`src/rtl/rng_sample_scheduler_pkg.sv`:
```
`default_nettype none
// ============================================================================
// Module      : rng_sample_scheduler_pkg
// Description : Shared sizing constants and FSM state encodings for the
//               RNG sample scheduler.
// Revision    : 1.0 - initial release
// ============================================================================
package rng_sample_scheduler_pkg;

    // Default sizing of the shared RNG pipeline and its scheduler
    localparam int RNG_BY          = 16;
    localparam int RNG_LAT         = 3;
    localparam int RNG_SCHED_NREQ  = 4;
    localparam int RNG_SCHED_CNT_W = 8;

    // Scheduler FSM encoding
    typedef logic [1:0] sched_state_t;
    localparam sched_state_t c_ST_IDLE  = 2'd0;
    localparam sched_state_t c_ST_ISSUE = 2'd1;
    localparam sched_state_t c_ST_DRAIN = 2'd2;

endpackage
`default_nettype wire

```
`src/rtl/rng_sample_scheduler_rr_arbiter.sv`:
```
`default_nettype none
// ============================================================================
// Module      : rng_sample_scheduler_rr_arbiter
// Description : Combinational round-robin pick. Searches upward (mod NREQ)
//               starting one past the last winner and returns the first set
//               request as a one-hot grant plus its index.
// Revision    : 1.0 - initial release
// ============================================================================
module rng_sample_scheduler_rr_arbiter #(
    parameter int NREQ  = 4,
    parameter int IDX_W = 2
) (
    input  logic [NREQ-1:0]  i_req,
    input  logic [IDX_W-1:0] i_rr_ptr,
    output logic [NREQ-1:0]  o_grant,
    output logic [IDX_W-1:0] o_grant_idx,
    output logic             o_any
);

    logic [IDX_W-1:0] w_pos;

    // Rotating priority search; the last winner is visited last
    always_comb begin
        o_grant     = '0;
        o_grant_idx = '0;
        o_any       = 1'b0;
        w_pos       = '0;
        for (int k = 1; k <= NREQ; k++) begin
            w_pos = IDX_W'((int'(i_rr_ptr) + k) % NREQ);
            if (!o_any && i_req[w_pos]) begin
                o_any          = 1'b1;
                o_grant[w_pos] = 1'b1;
                o_grant_idx    = w_pos;
            end
        end
    end

endmodule
`default_nettype wire

```
`src/rtl/rng_sample_scheduler.sv`:
```
`default_nettype none
// ============================================================================
// Module      : rng_sample_scheduler
// Description : Shares one non-uniform RNG pipeline among NREQ consumers.
//               Grants one burst at a time round-robin, advances the pipeline
//               once per cycle for the burst, and routes returning samples to
//               their owner through a LAT-deep tag delay line.
// Revision    : 1.0 - initial release
// ============================================================================
module rng_sample_scheduler
    import rng_sample_scheduler_pkg::*;
#(
    parameter int NREQ  = RNG_SCHED_NREQ,
    parameter int BY    = RNG_BY,
    parameter int CNT_W = RNG_SCHED_CNT_W,
    parameter int LAT   = RNG_LAT
) (
    input  logic                  clock,
    input  logic                  rst,
    input  logic [NREQ-1:0]       req,
    input  logic [NREQ*CNT_W-1:0] req_cnt,
    output logic [NREQ-1:0]       grant,
    output logic                  urng_en,
    input  logic [BY-1:0]         pipe_data,
    input  logic                  pipe_valid,
    output logic [BY-1:0]         sample_data,
    output logic                  sample_valid,
    output logic [NREQ-1:0]       sample_dst,
    output logic [NREQ-1:0]       done,
    output logic                  busy,
    output logic                  err
);

    localparam int IDX_W = (NREQ > 1) ? $clog2(NREQ) : 1;
    localparam int IF_W  = $clog2(LAT + 1) + 1;
    localparam logic [IF_W-1:0]  c_IF_ONE  = IF_W'(1);
    localparam logic [CNT_W-1:0] c_CNT_ONE = CNT_W'(1);

    sched_state_t     r_state;
    sched_state_t     w_state_next;
    logic [CNT_W-1:0] w_req_cnt [NREQ];
    logic [NREQ-1:0]  w_arb_grant;
    logic [IDX_W-1:0] w_arb_idx;
    logic             w_arb_any;
    logic             w_accept;
    logic             w_urng_en;
    logic             w_busy;
    logic             w_tag_exit;
    logic             w_drain_done;
    logic [NREQ-1:0]  w_exit_dst;
    logic [NREQ-1:0]  w_gidx_oh;

    logic [NREQ-1:0]  r_grant;
    logic [NREQ-1:0]  r_done;
    logic [CNT_W-1:0] r_cnt;
    logic [IDX_W-1:0] r_rr;
    logic [IDX_W-1:0] r_gidx;
    logic             r_tag_v  [LAT];
    logic [IDX_W-1:0] r_tag_id [LAT];
    logic [IF_W-1:0]  r_inflight;
    logic [BY-1:0]    r_sample_data;
    logic             r_sample_valid;
    logic [NREQ-1:0]  r_sample_dst;
    logic             r_err;

    generate
        for (genvar gi = 0; gi < NREQ; gi++) begin : g_cnt_unpack
            assign w_req_cnt[gi] = req_cnt[gi*CNT_W +: CNT_W];
        end
    endgenerate

    rng_sample_scheduler_rr_arbiter #(
        .NREQ  (NREQ),
        .IDX_W (IDX_W)
    ) u_arb (
        .i_req       (req),
        .i_rr_ptr    (r_rr),
        .o_grant     (w_arb_grant),
        .o_grant_idx (w_arb_idx),
        .o_any       (w_arb_any)
    );

    // A burst is only accepted from IDLE, so bursts never overlap
    assign w_accept     = (r_state == c_ST_IDLE) && w_arb_any;
    assign w_tag_exit   = r_tag_v[LAT-1];
    assign w_drain_done = (r_state == c_ST_DRAIN) && (r_inflight == '0) && !w_tag_exit;

    // One-hot decode of the exiting tag owner and of the current burst owner
    always_comb begin
        w_exit_dst                      = '0;
        w_exit_dst[r_tag_id[LAT-1]]     = 1'b1;
        w_gidx_oh                       = '0;
        w_gidx_oh[r_gidx]               = 1'b1;
    end

    // FSM state register
    always_ff @(posedge clock) begin
        if (!rst) begin
            r_state <= c_ST_IDLE;
        end else begin
            r_state <= w_state_next;
        end
    end

    // FSM next-state: a zero-length burst goes straight to DRAIN
    always_comb begin
        w_state_next = r_state;
        case (r_state)
            c_ST_IDLE: begin
                if (w_accept) begin
                    w_state_next = (w_req_cnt[w_arb_idx] != '0) ? c_ST_ISSUE : c_ST_DRAIN;
                end
            end
            c_ST_ISSUE: begin
                if (r_cnt == c_CNT_ONE) begin
                    w_state_next = c_ST_DRAIN;
                end
            end
            c_ST_DRAIN: begin
                if (w_drain_done) begin
                    w_state_next = c_ST_IDLE;
                end
            end
            default: w_state_next = c_ST_IDLE;
        endcase
    end

    // FSM outputs: advance the pipeline every ISSUE cycle
    always_comb begin
        w_urng_en = (r_state == c_ST_ISSUE);
        w_busy    = (r_state != c_ST_IDLE) || (r_inflight != '0);
    end

    // Grant/done pulses, burst length and round-robin pointer
    always_ff @(posedge clock) begin
        if (!rst) begin
            r_grant <= '0;
            r_done  <= '0;
            r_cnt   <= '0;
            r_rr    <= IDX_W'(NREQ - 1);
            r_gidx  <= '0;
        end else begin
            r_grant <= w_accept ? w_arb_grant : '0;
            r_done  <= w_drain_done ? w_gidx_oh : '0;
            if (w_accept) begin
                r_cnt  <= w_req_cnt[w_arb_idx];
                r_rr   <= w_arb_idx;
                r_gidx <= w_arb_idx;
            end else if (w_urng_en) begin
                r_cnt <= r_cnt - c_CNT_ONE;
            end
        end
    end

    // Tag delay line: stage LAT-1 lines up with the matching pipe_valid
    always_ff @(posedge clock) begin
        if (!rst) begin
            for (int i = 0; i < LAT; i++) begin
                r_tag_v[i]  <= 1'b0;
                r_tag_id[i] <= '0;
            end
        end else begin
            r_tag_v[0]  <= w_urng_en;
            r_tag_id[0] <= r_gidx;
            for (int i = 1; i < LAT; i++) begin
                r_tag_v[i]  <= r_tag_v[i-1];
                r_tag_id[i] <= r_tag_id[i-1];
            end
        end
    end

    // Samples in flight: issue adds one, tag exit removes one
    always_ff @(posedge clock) begin
        if (!rst) begin
            r_inflight <= '0;
        end else begin
            case ({w_urng_en, w_tag_exit})
                2'b10:   r_inflight <= r_inflight + c_IF_ONE;
                2'b01:   r_inflight <= r_inflight - c_IF_ONE;
                default: r_inflight <= r_inflight;
            endcase
        end
    end

    // Sample capture is driven by the tag; pipe_valid only feeds the error flag
    always_ff @(posedge clock) begin
        if (!rst) begin
            r_sample_data  <= '0;
            r_sample_valid <= 1'b0;
            r_sample_dst   <= '0;
            r_err          <= 1'b0;
        end else begin
            r_sample_valid <= w_tag_exit;
            r_sample_dst   <= w_tag_exit ? w_exit_dst : '0;
            if (w_tag_exit) begin
                r_sample_data <= pipe_data;
            end
            if (w_tag_exit != pipe_valid) begin
                r_err <= 1'b1;
            end
        end
    end

    assign grant        = r_grant;
    assign done         = r_done;
    assign urng_en      = w_urng_en;
    assign busy         = w_busy;
    assign sample_data  = r_sample_data;
    assign sample_valid = r_sample_valid;
    assign sample_dst   = r_sample_dst;
    assign err          = r_err;

endmodule
`default_nettype wire

```
`config.mk`:
```
export PLATFORM = sky130hd
export DESIGN_NAME = rng_sample_scheduler
export DESIGN_NICKNAME = d
export VERILOG_FILES = /design/src/rtl/rng_sample_scheduler_pkg.sv /design/src/rtl/rng_sample_scheduler_rr_arbiter.sv /design/src/rtl/rng_sample_scheduler.sv
export SDC_FILE = /design/constraint.sdc
export NUM_CORES = 1
export LEC_CHECK = 0
export CORE_MARGIN = 1
export CORE_UTILIZATION = 47
export DETAILED_ROUTE_END_ITERATION = 16
export PLACE_DENSITY = 0.8
export SLEW_MARGIN = 20
export SYNTH_ARGS = -nofsm -noshare
export SYNTH_HDL_FRONTEND = slang
export SYNTH_SLANG_ARGS = --single-unit
```
`constraint.sdc`:
```
create_clock -name clock -period 3.99 [get_ports clock]
set_input_delay 1.197 -clock clock [delete_from_list [all_inputs] [get_ports clock]]
set_output_delay 1.197 -clock clock [all_outputs]
set_load 0.05 [all_outputs]
```
==> results.yml <==
detailed_routing:
  drcViolationCount: 0
  num_vias: 2683
  wire_per_inst_um: 14.10
  drtIter0Drc: 292
  vias_per_cell: 5.566
  first_pass_iters: 4
  drtAntennaViolNets: 0
  routed_wirelength_um: 6796
synth:
  yosysTopAreaCell: "dfxtp_1"
  syn_area_mm2: 0.002889
  async_flop_share_pct: 0
  synth_cell_types: 55
  synth-edff-count: 0
  synth_seq_cells: 56
  ys_seq_area_share_pct: 38.80
  avgSynthCellArea_um2: 9.114
  synthFlopType: "dfxtp_1"
  synth_area_leaders: "dfxtp_1 39%, mux2i_1 6.9%, nor2_1 6.5%"
  synth_top_area_share_pct: 38.80
  yosys_warnings: 0
  syn_inst: 317
  syn_nets: 384
place:
  dpl.hpwl_um: 5197
  placed_area_mm2: 0.003852
  port_buffers: 86
  numPlacedInstances: 474
  place_congestion: 0.8286
setup_path:
  cp_slowest_cell: "mux4_2"
  r2r_cells: 9
  arrival_ns: 3.86
  required_ns: 4.18
  max_stage_delay_ns: 0.63
  path_cells: "clkdlybuf4s50_1 -> mux4_2 -> a311o_1 -> nand2_1 -> mux2_2 -> o211ai_1 -> a31oi_1"
  crit_family: "multiplexers"
  critical_path.endpoint_type: "flip-flop"
  worstSetupStartpointType: "primary input"
  cp_max_fo: 9
  path_buf_inv: 1
  path_depth: 7
  criticalPathCategory: "in2reg"
sta:
  min_period_ns: 3.669
  setup-violations-final: 0
  whs_ns: 0.4392
  tns_ns: 0
  slew_violations: 0
  finalCritPeriodShare_pct: 91.96
  fin_skew_ns: 0.004499
  worst_slew_pin_slew_ns: 0.6760
  relSlewSlack_pct: 54.30
  hold_violations: 0
  fmax_mhz: 272.5
  rsz0062_at_grt: "no"
clocking:
  ctsResizeCount: 0
  cts_made_buffers: 5
  ctsHoldBuffers: 0
  post_cts_buffers: 0
  cts.clk_slew.worst_paths_ns: 0.10
  tritoncts: "built"
  clock-sinks: 56
  htree_levels: 2
  worstSkewPairLatency_ns: 0.31
  cts_buffer_depth: 2
  clock-root-buffer: "clkbuf_8"
cells_and_area:
  drive_gt1_share_pct: 8.354
  design_area_mm2: 0.003943
  nets: 473
  num_antenna_cells: 0
  area_growth_syn_to_layout_pct: 36.47
  final_util_pct: 66.59
  fin_cells: 482
power_and_ir_drop:
  ir_drop_mv: 0.3919
  p_leak_nw: 1.494
  p_int_mw: 1.489
  p_sw_mw: 1.203
  p_sw_share_pct: 44.69
  clkPwrFrac_pct: 11.5
  p_seq_share_pct: 27.2
  pwr-share-comb_pct: 61.3
  p_per_area_mw_per_mm2: 683.0
floorplanning:
  rows: 28
  floorplan.initialDensity_pct: 48.80
  die_w_um: 80.40
  die_area_mm2: 0.006464
  die_y_um: 80.40
  core_area_mm2: 0.005921
  io_pins: 87
global_routing:
  gr-total-overflow: 0
  grt_pass1_wl_um: 11210
  antenna_found_initial: 0
  grt_pass1_vias: 2528
  grt_max_degree: 20
  gr-usage-all-layers_pct: 22.16
status:
  status: "completed"
flow_run:
  drv_cap: 0
worst_hold_path:
  hold_class: "reg2reg"
  hold_depth: 1
[final timing paths]
check	startpoint	to	slack (ns)
max	req[2]	r_cnt[5]$_SDFFE_PN0P_	0.32
max reg2reg	r_rr[0]$_SDFFE_PN1P_	r_cnt[0]$_SDFFE_PN0P_	0.75
min reg2reg	r_tag_v[0][0]$_SDFF_PN0_	r_tag_v[0][1]$_SDFF_PN0_	0.44
min	r_tag_v[0][0]$_SDFF_PN0_	r_tag_v[0][1]$_SDFF_PN0_	0.44
[cells in the mapped netlist (all sizes together), types with 2 or more instances]
cell type,number
mux2i,20
a2111oi,2
a311o,2
o21ai,11
nor2,51
nor4,3
a21oi,14
or3,2
o211ai,3
a22oi,5
o21a,2
mux4,7
a21boi,2
dfxtp,56
xor2,3
a221oi,7
buf,4
and3,2
nand2b,8
nand3,8
nor3,16
nand4,2
nand2,14
a31oi,6
mux2,5
clkbuf,10
nor3b,2
a211oi,2
ha,11
inv,15
and2,8
[cells in the final DEF (no fill, tap or decap), drive strengths merged, types with 5 or more instances in the layout]
master / n
a21oi: 14
a221oi: 7
a22oi: 5
a31oi: 6
and2: 8
buf: 10
clkbuf: 5
clkdlybuf4s50: 86
dfxtp: 56
ha: 11
inv: 16
mux2: 5
mux2i: 20
mux4: 7
nand2: 14
nand2b: 8
nand3: 8
nor2: 51
nor3: 16
o21ai: 11
[routing by layer]
layer | vias up | global-route usage (%) | part of all wire (%) | wire (um)
li1 | 1315 | - | - | -
met1 | 1241 | 27.36 | 41 | 2795
met2 | 109 | 37.71 | 51 | 3466
met3 | 18 | 3.523 | 5.1 | 345
met4 | 0 | 9.821 | 2.8 | 189
met5 | - | 0 | 0 | 0
[power by group through the flow]
| stage | clock network (mW) | logic (mW) | registers (mW) |
|---|---|---|---|
| 3_3_place_gp | 0 | 1.58 | 0.740 |
| 3_5_place_dp | 0 | 1.63 | 0.744 |
| 4_1_cts | 0.318 | 1.63 | 0.731 |
| 2_1_floorplan | 0 | 1.15 | 0.814 |
| 5_1_grt | 0.335 | 1.78 | 0.747 |
| 6_report | 0.309 | 1.65 | 0.733 |
[flip-flops by register name (all words and copies together) (netlist names), 3 cells and up]
register and flops:
sample_dst 4, sample_data 16, r_tag_id 6, r_inflight 3, done 4, grant 4
r_cnt 8, r_tag_v 3
[layout make-up]
cell class,instances,area [um2]
fillers,470,1978
multi-input cells,231,1642
flip-flops and latches,56,1121
repair buffers,96,935.9
well taps,75,93.84
clock buffers,5,68.82
inverters,16,60.06
clock inverters,3,21.27
[cells by family (layout without fill, tap and decap cells)]
| group | Yosys count | in the layout | synth area share [%] |
|---|---|---|---|
| AOI/OAI and AO/OA | 64 | 64 | 15.85 |
| xor gates and xnor gates | 4 | 4 | 1.213 |
| adders and majority gates | 12 | 12 | 5.457 |
| buffers and inverters | 30 | 120 | 4.374 |
| DFF | 56 | 56 | 38.80 |
| muxes | 32 | 32 | 14.33 |
| and+or+nand+nor | 119 | 119 | 19.97 |
[through the flow]
| stage | setup slack (ns) | total power [mW] |
|---|---|---|
| floorplan | 0.7193 | 1.966 |
| detailed placement | 0.03007 | 2.373 |
| global route | 0.2314 | 2.867 |
| global placement | 0.1121 | 2.323 |
| finish | 0.3209 | 2.693 |
| CTS | 0.3601 | 2.682 |
Note: power is estimated with default switching activity, not from simulation.
